`config.mk`:
```
export PLATFORM = sky130hd
export DESIGN_NAME = lsu
export DESIGN_NICKNAME = d
export VERILOG_FILES = /design/src/rtl/lsu.sv
export SDC_FILE = /design/constraint.sdc
export NUM_CORES = 1
export LEC_CHECK = 0
export ABC_AREA = 1
export CAP_MARGIN = 20
export CORE_MARGIN = 5
export CORE_UTILIZATION = 30
export DETAILED_ROUTE_END_ITERATION = 12
export SYNTH_ARGS = -nofsm -noshare
export SYNTH_HDL_FRONTEND = slang
export SYNTH_SLANG_ARGS = --single-unit
```
`constraint.sdc`:
```
create_clock -name clk -period 10.5 [get_ports clk]
set_input_delay 2.1 -clock clk [delete_from_list [all_inputs] [get_ports clk]]
set_output_delay 2.1 -clock clk [all_outputs]
set_load 0.02 [all_outputs]
```
`src/rtl/lsu.sv`:
```
// rtl/lsu.sv - single-outstanding load/store unit between EX and the data memory stage
// Decodes size/alignment at acceptance, drives one mem beat, extends load data for WB.
module lsu #(
    parameter int XLEN    = 64,
    parameter int MEM_LAT = 1
) (
    input  logic            clk,
    input  logic            rst,
    input  logic            req_valid_i,
    output logic            req_ready_o,
    input  logic            req_is_load_i,
    input  logic            req_is_store_i,
    input  logic [2:0]      funct3_i,
    input  logic [XLEN-1:0] addr_i,
    input  logic [XLEN-1:0] wdata_i,
    input  logic [4:0]      rd_i,
    output logic            mem_ren_o,
    output logic [XLEN-1:0] mem_raddr_o,
    input  logic [XLEN-1:0] mem_rdata_i,
    output logic            mem_wen_o,
    output logic [XLEN-1:0] mem_waddr_o,
    output logic [XLEN-1:0] mem_wdata_o,
    output logic [7:0]      mem_mask_o,
    output logic            resp_valid_o,
    output logic [4:0]      resp_rd_o,
    output logic [XLEN-1:0] resp_data_o,
    output logic            fault_o,
    output logic            hold_flag_o
);

    localparam int CW = (MEM_LAT > 1) ? $clog2(MEM_LAT) : 1;
    localparam logic [CW-1:0] CNT_LAST = CW'(MEM_LAT - 1);

    typedef enum logic [1:0] {
        S_IDLE,
        S_REQ,
        S_WAIT,
        S_RESP
    } state_t;

    state_t          state_q, state_d;
    logic [CW-1:0]   cnt_q, cnt_d;
    logic            is_load_q, is_load_d;
    logic [2:0]      funct3_q, funct3_d;
    logic [2:0]      off_q, off_d;
    logic [4:0]      rd_q, rd_d;

    logic            ready_q, ready_d;
    logic            ren_q, ren_d;
    logic [XLEN-1:0] raddr_q, raddr_d;
    logic            wen_q, wen_d;
    logic [XLEN-1:0] waddr_q, waddr_d;
    logic [XLEN-1:0] wdata_q, wdata_d;
    logic [7:0]      mask_q, mask_d;
    logic            resp_valid_q, resp_valid_d;
    logic [4:0]      resp_rd_q, resp_rd_d;
    logic [XLEN-1:0] resp_data_q, resp_data_d;
    logic            fault_q, fault_d;
    logic            hold_q, hold_d;

    logic            acc_load;
    logic            acc_fault;
    logic            acc_misaligned;
    logic [7:0]      acc_size_mask;
    logic [XLEN-1:0] ld_shifted;
    logic [XLEN-1:0] ld_ext;

    // Load wins when EX flags both load and store.
    assign acc_load = req_is_load_i;

    always_comb begin
        acc_misaligned = 1'b0;
        acc_size_mask  = 8'h00;
        case (funct3_i[1:0])
            2'd0: acc_size_mask = 8'h01;
            2'd1: begin
                acc_size_mask  = 8'h03;
                acc_misaligned = addr_i[0];
            end
            2'd2: begin
                acc_size_mask  = 8'h0F;
                acc_misaligned = |addr_i[1:0];
            end
            default: begin
                acc_size_mask  = 8'hFF;
                acc_misaligned = |addr_i[2:0];
            end
        endcase
        if (acc_load) begin
            acc_fault = acc_misaligned | (funct3_i == 3'b111);
        end else begin
            acc_fault = acc_misaligned | funct3_i[2];
        end
    end

    always_comb begin
        ld_shifted = mem_rdata_i >> {off_q, 3'b000};
        ld_ext     = ld_shifted;
        case (funct3_q[1:0])
            2'd0: ld_ext = {{(XLEN-8){ld_shifted[7] & ~funct3_q[2]}}, ld_shifted[7:0]};
            2'd1: ld_ext = {{(XLEN-16){ld_shifted[15] & ~funct3_q[2]}}, ld_shifted[15:0]};
            2'd2: ld_ext = {{(XLEN-32){ld_shifted[31] & ~funct3_q[2]}}, ld_shifted[31:0]};
            default: ld_ext = ld_shifted;
        endcase
    end

    // Outputs are computed for the state being entered so every port comes straight off a flop.
    always_comb begin
        state_d      = state_q;
        cnt_d        = cnt_q;
        is_load_d    = is_load_q;
        funct3_d     = funct3_q;
        off_d        = off_q;
        rd_d         = rd_q;
        ren_d        = 1'b0;
        raddr_d      = '0;
        wen_d        = 1'b0;
        waddr_d      = '0;
        wdata_d      = '0;
        mask_d       = 8'h00;
        resp_valid_d = 1'b0;
        resp_rd_d    = 5'd0;
        resp_data_d  = '0;
        fault_d      = 1'b0;

        case (state_q)
            S_IDLE: begin
                if (req_valid_i && ready_q && (req_is_load_i || req_is_store_i)) begin
                    is_load_d = acc_load;
                    funct3_d  = funct3_i;
                    off_d     = addr_i[2:0];
                    rd_d      = rd_i;
                    if (acc_fault) begin
                        state_d      = S_RESP;
                        resp_valid_d = 1'b1;
                        fault_d      = 1'b1;
                    end else if (acc_load) begin
                        state_d = S_REQ;
                        ren_d   = 1'b1;
                        raddr_d = {addr_i[XLEN-1:3], 3'b000};
                    end else begin
                        state_d = S_REQ;
                        wen_d   = 1'b1;
                        waddr_d = {addr_i[XLEN-1:3], 3'b000};
                        wdata_d = wdata_i << {addr_i[2:0], 3'b000};
                        mask_d  = acc_size_mask << addr_i[2:0];
                    end
                end
            end
            S_REQ: begin
                if (is_load_q) begin
                    state_d = S_WAIT;
                    cnt_d   = '0;
                end else begin
                    state_d      = S_RESP;
                    resp_valid_d = 1'b1;
                end
            end
            S_WAIT: begin
                if (cnt_q == CNT_LAST) begin
                    state_d      = S_RESP;
                    resp_valid_d = 1'b1;
                    resp_rd_d    = rd_q;
                    resp_data_d  = ld_ext;
                end else begin
                    cnt_d = cnt_q + CW'(1);
                end
            end
            default: state_d = S_IDLE;
        endcase

        hold_d  = (state_d == S_REQ) || (state_d == S_WAIT);
        ready_d = (state_d == S_IDLE);
    end

    always_ff @(posedge clk or posedge rst) begin
        if (rst) begin
            state_q      <= S_IDLE;
            cnt_q        <= '0;
            is_load_q    <= 1'b0;
            funct3_q     <= 3'd0;
            off_q        <= 3'd0;
            rd_q         <= 5'd0;
            ready_q      <= 1'b1;
            ren_q        <= 1'b0;
            raddr_q      <= '0;
            wen_q        <= 1'b0;
            waddr_q      <= '0;
            wdata_q      <= '0;
            mask_q       <= 8'h00;
            resp_valid_q <= 1'b0;
            resp_rd_q    <= 5'd0;
            resp_data_q  <= '0;
            fault_q      <= 1'b0;
            hold_q       <= 1'b0;
        end else begin
            state_q      <= state_d;
            cnt_q        <= cnt_d;
            is_load_q    <= is_load_d;
            funct3_q     <= funct3_d;
            off_q        <= off_d;
            rd_q         <= rd_d;
            ready_q      <= ready_d;
            ren_q        <= ren_d;
            raddr_q      <= raddr_d;
            wen_q        <= wen_d;
            waddr_q      <= waddr_d;
            wdata_q      <= wdata_d;
            mask_q       <= mask_d;
            resp_valid_q <= resp_valid_d;
            resp_rd_q    <= resp_rd_d;
            resp_data_q  <= resp_data_d;
            fault_q      <= fault_d;
            hold_q       <= hold_d;
        end
    end

    assign req_ready_o  = ready_q;
    assign mem_ren_o    = ren_q;
    assign mem_raddr_o  = raddr_q;
    assign mem_wen_o    = wen_q;
    assign mem_waddr_o  = waddr_q;
    assign mem_wdata_o  = wdata_q;
    assign mem_mask_o   = mask_q;
    assign resp_valid_o = resp_valid_q;
    assign resp_rd_o    = resp_rd_q;
    assign resp_data_o  = resp_data_q;
    assign fault_o      = fault_q;
    assign hold_flag_o  = hold_q;

endmodule

```
Word-level counts from Yosys, hierarchy flattened
Index checks and enable logic that the tools add are counted.
{"block": "word_totals", "regBits": 290, "input_bits": 205, "elab_cells": 97}
{"block": "classes", "n_addsub": 1, "n_eq_ne": 10, "shift": 3, "n_mux": 46, "n_bitwise": 6, "n_reduce_logical": 13}
{"op": "64-bit 2-to-1 mux", "n": 14}
{"op": "64-bit one-hot mux with 3 select lines", "n": 1}
{"op": "64-bit by 6-bit left shift with 64-bit output", "n": 1}
{"op": "64-bit by 6-bit right shift with 64-bit output", "n": 1}
{"op": "8-bit 2-to-1 mux", "n": 4}
{"op": "8-bit one-hot mux with 3 select lines", "n": 1}
{"op": "1-bit 2-to-1 mux", "n": 17}
{"op": "5-bit 2-to-1 mux", "n": 2}
{"op": "2-bit by 1-bit equality test with 1-bit output, second input constant", "n": 4}
{"op": "2-bit equality test, second input constant", "n": 4}
{"op": "2-bit logical NOT", "n": 4}
{"op": "8-bit by 3-bit left shift with 8-bit output", "n": 1}
{"op": "2-bit 2-to-1 mux", "n": 3}
{"op": "1-bit one-hot mux with 3 select lines", "n": 2}
{"op": "2-bit one-hot mux with 3 select lines", "n": 1}
{"op": "2-bit AND reduction", "n": 2}
{"op": "1-bit bitwise AND", "n": 3}
{"op": "3-bit equality test, second input constant", "n": 1}
{"op": "3-bit OR reduction", "n": 1}
{"op": "1-bit logical AND", "n": 2}
{"op": "1-bit logical OR", "n": 2}
{"op": "2-bit != test, second input constant", "n": 1}
{"op": "1-bit OR", "n": 2}
{"op": "1-bit one-hot mux with 2 select lines", "n": 1}
{"op": "other kinds (4)", "n": 4}

Logic depth before layout (Yosys ltp)
{"block": "logic_depth", "depth_word": 9, "depth_mapped": 12}

Worst setup path after synthesis
Ideal clock, no wire load.
{"block": "synth_timing", "kind": "input port to flip-flop", "start": "input addr_i[1]", "end": "register wdata_q[24] (netlist: mem_wdata_o[24])", "setup_time_ns": 0.069, "arrival_time_ns": 3.214, "t_required_ns": 10.431, "slack_ns": 7.216, "path_stages": 11, "path_buffers": 2, "path_cell_list": "buf_2 -> nor2_4 -> nand2_1 -> o21ai_2 -> nand2_2 -> nor2_4 -> nand2_4 -> inv_4 -> nand2_4 -> buf_6 -> nor2_2"}
{"block": "synth_between", "elab_chain_len": 7, "word_cells_on_any_way": 11, "classes_between": "1 x shift; 6 x mux; 2 x bitwise; 2 x reduce/logical"}
{"item": "from (decl)", "line": "14", "source": "input logic [XLEN-1:0] addr_i,"}
{"item": "branches (longest 4 deep; another with 64-bit by 6-bit left shift with 64-bit output)"}
{"item": "64-bit 2-to-1 mux (*)", "line": "133", "source": "if (acc_fault) begin"}
{"item": "64-bit 2-to-1 mux (*)", "line": "128", "source": "if (req_valid_i && ready_q && (req_is_load_i || req_is_store_i)) begin"}
{"item": "64-bit 2-to-1 mux (*)", "line": "126", "source": "case (state_q)"}
{"item": "net wdata_d[24]", "line": "53", "source": "logic [XLEN-1:0] wdata_q, wdata_d;"}
{"item": "to (signal assigned)", "line": "208", "source": "wdata_q <= wdata_d;"}
{"item": "to (decl)", "line": "53"}
Mark *: on every way through the listed nets, which the timed path passes.
A chain may end at the register's enable or synchronous reset.

Worst setup path in the final report
{"block": "layout_timing", "start": "input addr_i[2]", "end": "register mask_q[3] (netlist: mem_mask_o[3])"}
{"block": "layout_between", "elab_chain_len": 7, "word_cells_on_any_way": 10, "classes_between": "1 x shift; 6 x mux; 2 x bitwise; 1 x reduce/logical"}
{"item": "3-bit OR reduction", "line": "86", "source": "acc_misaligned = |addr_i[2:0];"}
{"item": "1-bit one-hot mux with 3 select lines", "line": "74", "source": "case (funct3_i[1:0])"}
{"item": "1-bit OR (on tied branches)", "line": "92, 90"}
{"item": "1-bit 2-to-1 mux", "line": "89", "source": "if (acc_load) begin"}
{"item": "8-bit 2-to-1 mux (*)", "line": "133"}
{"item": "8-bit 2-to-1 mux (*)", "line": "128"}
{"item": "8-bit 2-to-1 mux (*)", "line": "126"}
{"item": "net mask_d[3]", "line": "54", "source": "logic [7:0] mask_q, mask_d;"}
{"item": "to (signal assigned)", "line": "209", "source": "mask_q <= mask_d;"}
{"item": "to (decl)", "line": "54"}
Mark *: on every way through the listed nets, which the timed path passes. The rest lies on a longest branch.

==> flow_summary.yaml <==
critical_path:
  critPathLaunchType: "input pin"
  crit_path_end_kind: "flop"
  critPathMaxFanout: 52
  cp_common_cell: "nand2_4"
  crit_arrival_ns: 5.35
  critPathKind: "in2reg"
  critPathTopFamily: "buffers and inverters"
  critical-path-slowest-cell: "inv_2"
  crit_chain: "clkdlybuf4s50_1 -> inv_2 -> nand2_1 -> o21ai_2 -> nand2_2 -> nor2_4 -> nand2_4 -> inv_4 -> nand2_4 -> nor2_1"
  required_ns: 11.00
  path_buf_inv: 3
  max_stage_delay_ns: 0.83
synthesis:
  yosysTopAreaCell: "dfrtp_1"
  synthSimpleGateAreaFrac_pct: 22.8
  postSynthCellCount: 1544
  synth_mux_area_share_pct: 1.01
  synthArstFlopShare_pct: 100
  yosysMostFrequentCell: "nand2_1"
  synth_compound_area_share_pct: 10.6
  ys_seq_elements: 283
  syn_area_um2: 12800
  synth_edf_count: 0
  ys.warnings.count: 0
  ys_top_cells_by_area: "dfrtp_1, nand2_1, nor2_1"
  synth-xor-area-share_pct: 0
  yosys.cell_types.count: 36
  syn_avg_cell_area_um2: 8.31
  synth_top_family_by_area: "simple AND/OR/NAND/NOR gates"
  synth.top_cell.area_share_pct: 55.0
  synth_seq_area_share_pct: 55.2
  synth-adder-area-share_pct: 0.488
  synth-main-ff-cell: "dfrtp_1"
  synth_common_cells: "nand2_1, dfrtp_1, nor2_1"
timing:
  hold_viol: 0
  grt_setup_unrepaired: "no"
  slew_viol_final: 0
  finalCriticalPeriod_ns: 4.86
  tns_ns: 0
  setup_viol: 0
  tightest_slew_ns: 1.04
  clock.fmax_mhz: 206
  setup_ws_ns: 5.64
  clock_skew_ns: 0.00759
  fin_crit_sh_pct: 46.2
  relSlewSlack_pct: 30.9
global_route:
  grt_pass1_vias: 11800
  busiest_layer: "met2"
  gr-usage-met3_pct: 4.77
  grt_max_degree: 171
  grt_pass1_wl_um: 71700
  gr-usage-all-layers_pct: 19.5
  met2_usage_pct: 33.1
  grt-ovfl-total: 0
  antenna_found_initial: 4
  grtUsageMet1_pct: 24.4
cells_and_area:
  synthToLayoutAreaGrowth_pct: 47.3
  final_cells: 2527
  drive_gt1_share_pct: 6.29
  fin_util_pct: 44.8
  num-nets-final: 2174
routing:
  vias_per_cell: 4.72
  drc_errors: 0
  num_vias: 11900
  drt_iter0_drc: 1031
  first_pass_iters: 5
  routed_wl_um: 48000
  wl_per_cell_um: 19.0
  ant_nets: 0
place:
  post-place-ws_ns: 4.45
  portBuffers: 473
  place_congestion: 0.903
  hpwl_um: 36200
  dp_cells: 2469
cts:
  cts_resized: 0
  post_cts_buffers: 0
  root_buffer: "clkbuf_16"
  clk_latency_ns: 0.57
  cts_hold_buf: 0
  cts-buffers-inserted: 31
  clock_sinks: 283
  cts_max_level: 1
  clockBufferDepth: 3
  cts.clk_slew.worst_paths_ns: 0.06
  cts_tree: "built"
die:
  die_h_um: 217
  io_pins: 480
  die_area_um2: 47000
  die_w_um: 217
  initial_utilization_pct: 30.4
  placementRows: 75
  core-area_um2: 42100
power:
  powerDensity_nw_per_um2: 203
  vdd_drop_max_uv: 159
  p_leak_uw: 0.00940
run_status:
  run_status: "complete, no violations"
run:
  max_cap_viol_count: 0
worst_hold_path:
  holdCritPathClass: "reg2reg"
area by class of cell:
type	instances	area, µm²
repair buffers	484	4850
inverters	188	717
clock inverters	11	156
diodes	2	5.00
clock buffers	44	905
multi-input cells	976	4500
fillers	4092	23200
well taps	539	674
flip-flops and latches	283	7080
registers in the layout (all words and copies together) (netlist names):
register      flops
fault_o           1
funct3_q          3
hold_flag_o       1
is_load_q         1
mem_mask_o        8
mem_raddr_o      61
mem_ren_o         1
mem_waddr_o      61
mem_wdata_o      64
mem_wen_o         1
off_q             3
rd_q              5
req_ready_o       1
resp_data_o      64
resp_rd_o         5
resp_valid_o      1
state_q           2
cells in the final DEF (no fill, tap or decap), types with 6 or more instances in the layout:
master and count:
o22ai_1 9, conb_1 6, o21ai_0 148, or2_2 17, buf_4 8, dfrtp_1 282
clkdlybuf4s50_1 471, o211ai_1 24, nor2_2 23, nand2_1 347, clkbuf_8 8, inv_1 176
nor3_1 36, clkbuf_16 31, nand3_1 64, a21oi_1 49, inv_2 7, mux2i_1 13
nor2_1 204, o21a_1 6, a211oi_1 7
cells by family after synthesis:
logic type                 Yosys count
other                                1
adders and majority gates            5
DFF                                283
buffers and inverters              290
muxes                               13
and+or+nand+nor                    702
AOI/OAI and AO/OA                  250
tightest hold or removal path, delay by kind of cell, from the launching register on:
| family | cells | cell delay, ns |
|---|---|---|
| buffers and inverters | 1 | 0.04 |
| and+or+nand+nor | 1 | 0.05 |
| DFF | 1 | 0.34 |
stage by stage:
stage	power, µW	hold slack (ns)	cell area [µm²]
after floorplan	2190	0.436	12800
final	3840	0.462	18900
after detailed placement	2710	0.446	17800
after CTS	3860	0.467	18900
after global routing	4060	0.487	18900
after global placement	2700	0.443	17800
routing by layer:
metal  routed length (µm)  vias to the layer above  part of all wire [%]
met5                   15                        -                 0.031
met4                 1710                        2                   3.6
met3                 4310                       85                   9.0
met2                23100                      549                    48
met1                18800                     5630                    39
li1                     -                     5649                     -
power breakdown:
group / switching [µW] / leakage [µW] / internal (µW)
Combinational: 950 / 0.00498 / 492
Sequential: 52.5 / 0.00389 / 1220
Clock: 456 / 0.000526 / 674
Total: 1460 / 0.00940 / 2380
path summary, 6_finish.rpt:
kind / start / end / slack, ns / depth (start not counted)
worst max-delay path: addr_i[2] / mem_mask_o[3] / 5.64 / 10
worst min-delay path: rd_q[2] / resp_rd_o[2] / 0.46 / 2
worst max register to register: off_q[0] / resp_data_o[57] / 7.81 / 8
worst min register to register: rd_q[2] / resp_rd_o[2] / 0.46 / 2
max in group asynchronous: rst / mem_raddr_o[44] / 7.07 / 3
min in group asynchronous: rst / resp_data_o[38] / 2.01 / 2
Power figures use the tool's default switching activity.
